--- src/rtl/i2s_rx_pkg.sv ---
// i2s_rx_pkg: shared state encoding, channel codes and sizing helper for
// the I2S sample receiver (i2s_sample_rx and its edge-detect front end).
package i2s_rx_pkg;

  // Receiver slot state: waiting for alignment, capturing data bits, or
  // skipping the unused tail of a wide codec slot.
  typedef enum logic [1:0] {
    SYNC  = 2'd0,
    SHIFT = 2'd1,
    PAD   = 2'd2
  } rx_state_t;

  // lrck level that identifies each channel slot.
  localparam logic CH_LEFT  = 1'b0;
  localparam logic CH_RIGHT = 1'b1;

  // bit_cnt has to hold every value from 0 up to and including slot_width,
  // because the counter saturates at slot_width.
  function automatic int bit_cnt_width(input int slot_width);
    return $clog2(slot_width + 1);
  endfunction

endpackage

--- src/rtl/i2s_edge_detect.sv ---
// i2s_edge_detect: registers the codec inputs once and flags lrck transitions.
// lrck_edge is high during the cycle in which the newly registered lrck
// differs from the value one cycle older.
module i2s_edge_detect
  import i2s_rx_pkg::*;
(
  input  logic sck,
  input  logic rst,
  input  logic lrck,
  input  logic sdata,
  output logic sd_q,
  output logic lrck_qq,
  output logic lrck_edge
);

  logic lrck_q;

  // Single input register stage plus one extra lrck delay for edge detection.
  always_ff @(posedge sck or posedge rst) begin
    if (rst) begin
      lrck_q  <= CH_LEFT;
      lrck_qq <= CH_LEFT;
      sd_q    <= 1'b0;
    end else begin
      lrck_q  <= lrck;
      lrck_qq <= lrck_q;
      sd_q    <= sdata;
    end
  end

  assign lrck_edge = lrck_q ^ lrck_qq;

endmodule

--- src/rtl/i2s_sample_rx.sv ---
// i2s_sample_rx: deserialises an I2S stream into signed left/right samples,
// each announced by a one-cycle valid strobe, and flags malformed slots.
// Build option: define I2S_LJ_MODE_EN for left-justified framing (MSB in the
// lrck edge cycle); the default is Philips I2S with a one-bit delay.
module i2s_sample_rx
  import i2s_rx_pkg::*;
#(
  parameter int DATA_WIDTH = 16,
  parameter int SLOT_WIDTH = 32
) (
  input  logic                  sck,
  input  logic                  rst,
  input  logic                  lrck,
  input  logic                  sdata,
  output logic [DATA_WIDTH-1:0] l_data,
  output logic [DATA_WIDTH-1:0] r_data,
  output logic                  l_vld,
  output logic                  r_vld,
  output logic                  frame_err
);

  localparam int CW = bit_cnt_width(SLOT_WIDTH);
  localparam int IW = (DATA_WIDTH > 1) ? $clog2(DATA_WIDTH) : 1;

  logic                  sd_q;
  logic                  lrck_qq;
  logic                  lrck_edge;
  rx_state_t             state;
  logic [CW-1:0]         bit_cnt;
  logic [DATA_WIDTH-1:0] shift_reg;
  logic [DATA_WIDTH-1:0] cap_word;
  logic [DATA_WIDTH-1:0] start_word;
  logic [IW-1:0]         shift_idx;

  i2s_edge_detect u_edge (
    .sck       (sck),
    .rst       (rst),
    .lrck      (lrck),
    .sdata     (sdata),
    .sd_q      (sd_q),
    .lrck_qq   (lrck_qq),
    .lrck_edge (lrck_edge)
  );

  // Bits are written straight into their final MSB-first position, so a slot
  // that closes early is already left-aligned with zero-filled LSBs.
  // bit_cnt counts the non-edge cycles since the slot opened.
`ifdef I2S_LJ_MODE_EN
  // The MSB arrives in the edge cycle itself and seeds the next slot, so
  // the following bits start one position below the MSB.
  localparam int FIRST_SHIFT_POS = DATA_WIDTH - 2;

  // Closing word is already complete; the edge-cycle bit opens the new slot.
  always_comb begin
    cap_word                 = shift_reg;
    start_word               = '0;
    start_word[DATA_WIDTH-1] = sd_q;
  end
`else
  // The edge-cycle bit is still the LSB position of the closing slot, and
  // the new slot's MSB arrives on the cycle after the edge.
  localparam int FIRST_SHIFT_POS = DATA_WIDTH - 1;

  // Fold the edge-cycle bit into the closing word if data bits are pending.
  always_comb begin
    cap_word   = shift_reg;
    start_word = '0;
    if (state == SHIFT) begin
      cap_word[shift_idx] = sd_q;
    end
  end
`endif

  assign shift_idx = IW'(FIRST_SHIFT_POS) - IW'(bit_cnt);

  // Slot FSM: closes slots on lrck edges, captures data, handles timeouts.
  always_ff @(posedge sck or posedge rst) begin
    if (rst) begin
      state     <= SYNC;
      bit_cnt   <= '0;
      shift_reg <= '0;
      l_data    <= '0;
      r_data    <= '0;
      l_vld     <= 1'b0;
      r_vld     <= 1'b0;
      frame_err <= 1'b0;
    end else begin
      l_vld     <= 1'b0;
      r_vld     <= 1'b0;
      frame_err <= 1'b0;
      if (lrck_edge) begin
        if (state != SYNC) begin
          unique case (lrck_qq)
            CH_LEFT: begin
              l_data <= cap_word;
              l_vld  <= 1'b1;
            end
            CH_RIGHT: begin
              r_data <= cap_word;
              r_vld  <= 1'b1;
            end
          endcase
          frame_err <= (bit_cnt < CW'(DATA_WIDTH - 1));
        end
        state     <= SHIFT;
        bit_cnt   <= '0;
        shift_reg <= start_word;
      end else begin
        unique case (state)
          SYNC: begin
          end
          SHIFT, PAD: begin
            if (bit_cnt == CW'(SLOT_WIDTH - 1)) begin
              frame_err <= 1'b1;
              state     <= SYNC;
              bit_cnt   <= CW'(SLOT_WIDTH);
            end else begin
              bit_cnt <= bit_cnt + CW'(1);
              if (state == SHIFT) begin
                shift_reg[shift_idx] <= sd_q;
                if (bit_cnt == CW'(FIRST_SHIFT_POS)) begin
                  state <= PAD;
                end
              end
            end
          end
          default: state <= SYNC;
        endcase
      end
    end
  end

endmodule

--- config.mk ---
export PLATFORM = sky130hd
export DESIGN_NAME = i2s_sample_rx
export DESIGN_NICKNAME = d
export VERILOG_FILES = /design/src/rtl/i2s_rx_pkg.sv /design/src/rtl/i2s_edge_detect.sv /design/src/rtl/i2s_sample_rx.sv
export SDC_FILE = /design/constraint.sdc
export NUM_CORES = 1
export LEC_CHECK = 0
export CAP_MARGIN = 20
export CORE_MARGIN = 5
export CORE_UTILIZATION = 61
export CTS_BUF_LIST = sky130_fd_sc_hd__clkbuf_8
export CTS_CLUSTER_DIAMETER = 80
export CTS_CLUSTER_SIZE = 16
export DETAILED_ROUTE_END_ITERATION = 6
export PLACE_DENSITY_LB_ADDON = 0.05
export RECOVER_POWER = 50
export SLEW_MARGIN = 20
export SYNTH_ARGS = -nofsm -noshare
export SYNTH_HDL_FRONTEND = slang
export SYNTH_SLANG_ARGS = --single-unit
--- constraint.sdc ---
create_clock -name sck -period 6.06 [get_ports sck]
set_input_delay 1.212 -clock sck [delete_from_list [all_inputs] [get_ports sck]]
set_output_delay 1.212 -clock sck [all_outputs]
set_load 0.05 [all_outputs]
==> impl_metrics.py <==
metrics = {
    "status": {
        "run_status": "complete, no violations",
    },
    "global_routing": {
        "grtUsageTotal": 0.218,
        "grt_antenna_before_repair": 0,
        "grt-ovfl-total": 0,
        "grt_first_pass_wirelength_mm": 10.7,
        "grt_max_degree": 63,
        "grt_pass1_vias": 2170,
    },
    "die": {
        "ioPinCount": 39,
        "start_util": 0.630,
        "coreArea_um2": 4750,
        "dieArea_um2": 6410,
        "die_w_um": 80.1,
        "rows": 25,
        "die_h_um": 80.1,
    },
    "routing": {
        "viasPerCell": 5.78,
        "num_vias": 2198,
        "drc_errors": 0,
        "dr.pass1.iters": 4,
        "antenna_left": 0,
        "wl_per_cell_um": 16.3,
        "drt_iter0_markers": 221,
        "wirelength_mm": 6.21,
    },
    "power_and_ir_drop": {
        "p_clk_frac": 0.195,
        "p_per_area_nw_per_um2": 436,
        "internal_power_mw": 0.869,
        "p_seq_frac": 0.386,
        "p_switching_mw": 0.643,
        "swShare": 0.425,
        "power_frac_comb": 0.419,
        "ir_worst_vdd_uv": 349,
        "leakage_nw": 1.52,
    },
    "placement": {
        "globalplace.congestion": 0.731,
        "dpl.hpwl_mm": 3.83,
        "dp_slack_ps": 3600,
        "portBuffers": 38,
    },
    "sta": {
        "skew_ps": 6.14,
        "fmax_mhz": 353,
        "period_share": 0.468,
        "slew_viol_final": 0,
        "setup_slack_ps": 3230,
        "tns_ps": 0,
        "slew_headroom": 0.0576,
        "hold_viol_final": 0,
        "fin_crit_ps": 2830,
        "rsz0062_at_grt": "false",
        "setup_viol": 0,
        "holdWs_ps": 390,
        "worst_pin_slew_ps": 1410,
    },
    "final_layout": {
        "diodes": 0,
        "seqCellArea_um2": 1550,
        "areaGrowthSynthToFinish_pct": 15.8,
        "nNetsFinal": 320,
        "multi_input_comb_area_um2": 1250,
        "final_cell_mix": "dfrtp_1 (62), clkdlybuf4s50_1 (35), a21oi_1 (33)",
        "final_common_cell": "dfrtp_1",
        "drive_above_1_share": 0.128,
        "nFillCells": 361,
    },
    "cts": {
        "cts_buffers": 9,
        "clockBufferDepth": 2,
        "cts_max_level": 3,
        "insertion_delay_ps": 330,
        "postCtsSetupBuffers": 0,
        "clock_sinks": 62,
        "cts_resized": 0,
        "clockRootBuffer": "clkbuf_8",
        "clkTransAtPathRegs_ps": 70,
        "cts_hold_buf": 0,
        "tritoncts": "done",
    },
    "logic_synthesis": {
        "synth.avg_cell_area_um2": 10.5,
        "synth-seq-area-share": 0.518,
        "ys_seq_elements": 62,
        "ys_top_cells_by_area": "dfrtp_1 (52%), mux2i_1 (5.7%), a21oi_1 (5.5%)",
        "syn-num-nets": 295,
        "yosys.area.top_type_share": 0.518,
        "yosysTopAreaCell": "dfrtp_1",
        "synth-warning-count": 0,
        "async_flop_share": 1.00,
        "ys.flop_type": "dfrtp_1",
        "synthCells": 284,
        "synth_area_um2": 2990,
        "synth_cell_types": 38,
        "synth-edff-count": 0,
    },
    "worst_hold_path": {
        "min_path_cells": 0,
        "min_path_type": "reg -> reg",
    },
    "run": {
        "cap_viol_max_count": 0,
    },
    "critical_path": {
        "crit_path_start_kind": "register",
        "cp_max_fo": 29,
        "worstPathArrival_ps": 3090,
        "r2r_cells": 6,
        "worstSetupPathType": "reg -> reg",
        "endpoint_kind": "register",
        "critPathRequiredTime_ps": 6320,
    },
}
## cell families after synthesis
kind of cell	count (synthesis)	share of synthesized area
muxes	17	0.0568
and+or+nand+nor	88	0.171
buffers and inverters	33	0.0627
DFF	62	0.518
xor gates and xnor gates	2	0.00585
AOI/OAI and AO/OA	75	0.156
adders and majority gates	7	0.0293
## critical path, cell delays in order, from the launching register on
cell	delay [ps]
dfrtp_1	350
inv_1	50
ha_1	610
nor3b_1	1240
buf_6	310
nor2_1	70
a21oi_1	120
## layout make-up
class                   count  area share
inverters                   7     0.00758
repair buffers             40       0.115
well taps                  67      0.0242
flip-flops and latches     62       0.447
multi-input cells         189       0.361
clock buffers               9      0.0357
clock inverters             6     0.00902
## power groups by stage
stage                     sequential, mW  clock [mW]  combinational, mW
after floorplan                    0.814           0              0.224
after global placement             0.588           0              0.628
after detailed placement           0.590           0              0.637
after CTS                          0.583       0.300              0.641
after global routing               0.599       0.321              0.678
final                              0.584       0.295              0.633
## stage by stage
| step | util | instance area (um^2) | cells | power [mW] |
|---|---|---|---|---|
| after detailed placement | 0.696 | 3310 | 364 | 1.23 |
| after global placement | 0.696 | 3310 | 364 | 1.22 |
| after global routing | 0.729 | 3470 | 380 | 1.60 |
| after CTS | 0.729 | 3470 | 379 | 1.52 |
| final | 0.729 | 3470 | 380 | 1.51 |
| after floorplan | - | 2990 | 284 | 1.04 |
## final timing paths
check	startpoint	end	slack (ps)
hold reg to reg	u_edge.lrck_q	u_edge.lrck_qq	390
min in group asynchronous	rst	l_data[1]	1540
hold / removal	u_edge.lrck_q	u_edge.lrck_qq	390
setup / recovery	u_edge.lrck_qq	r_data[10]	3230
setup reg to reg	u_edge.lrck_qq	r_data[10]	3230
max in group asynchronous	rst	u_edge.lrck_qq	3990
## Yosys cell counts, types with 7 or more instances
cell type	instances
mux2i_1	17
o21ai_1	8
o311ai_0	16
nor2_1	19
ha_1	7
o21ai_0	9
or2_2	14
dfrtp_1	62
nand2_1	21
a21oi_1	33
nand4b_1	8
buf_2	12
## per-layer routing
layer / GRT usage / wire length (um) / vias to the layer above
met3: 0.0482 / 261 / 7
li1: - / - / 1069
met1: 0.303 / 2930 / 1068
met5: 0 / 0 / -
met2: 0.331 / 2940 / 54
met4: 0.0878 / 78 / 0
Note: power is estimated with default switching activity, not from simulation.
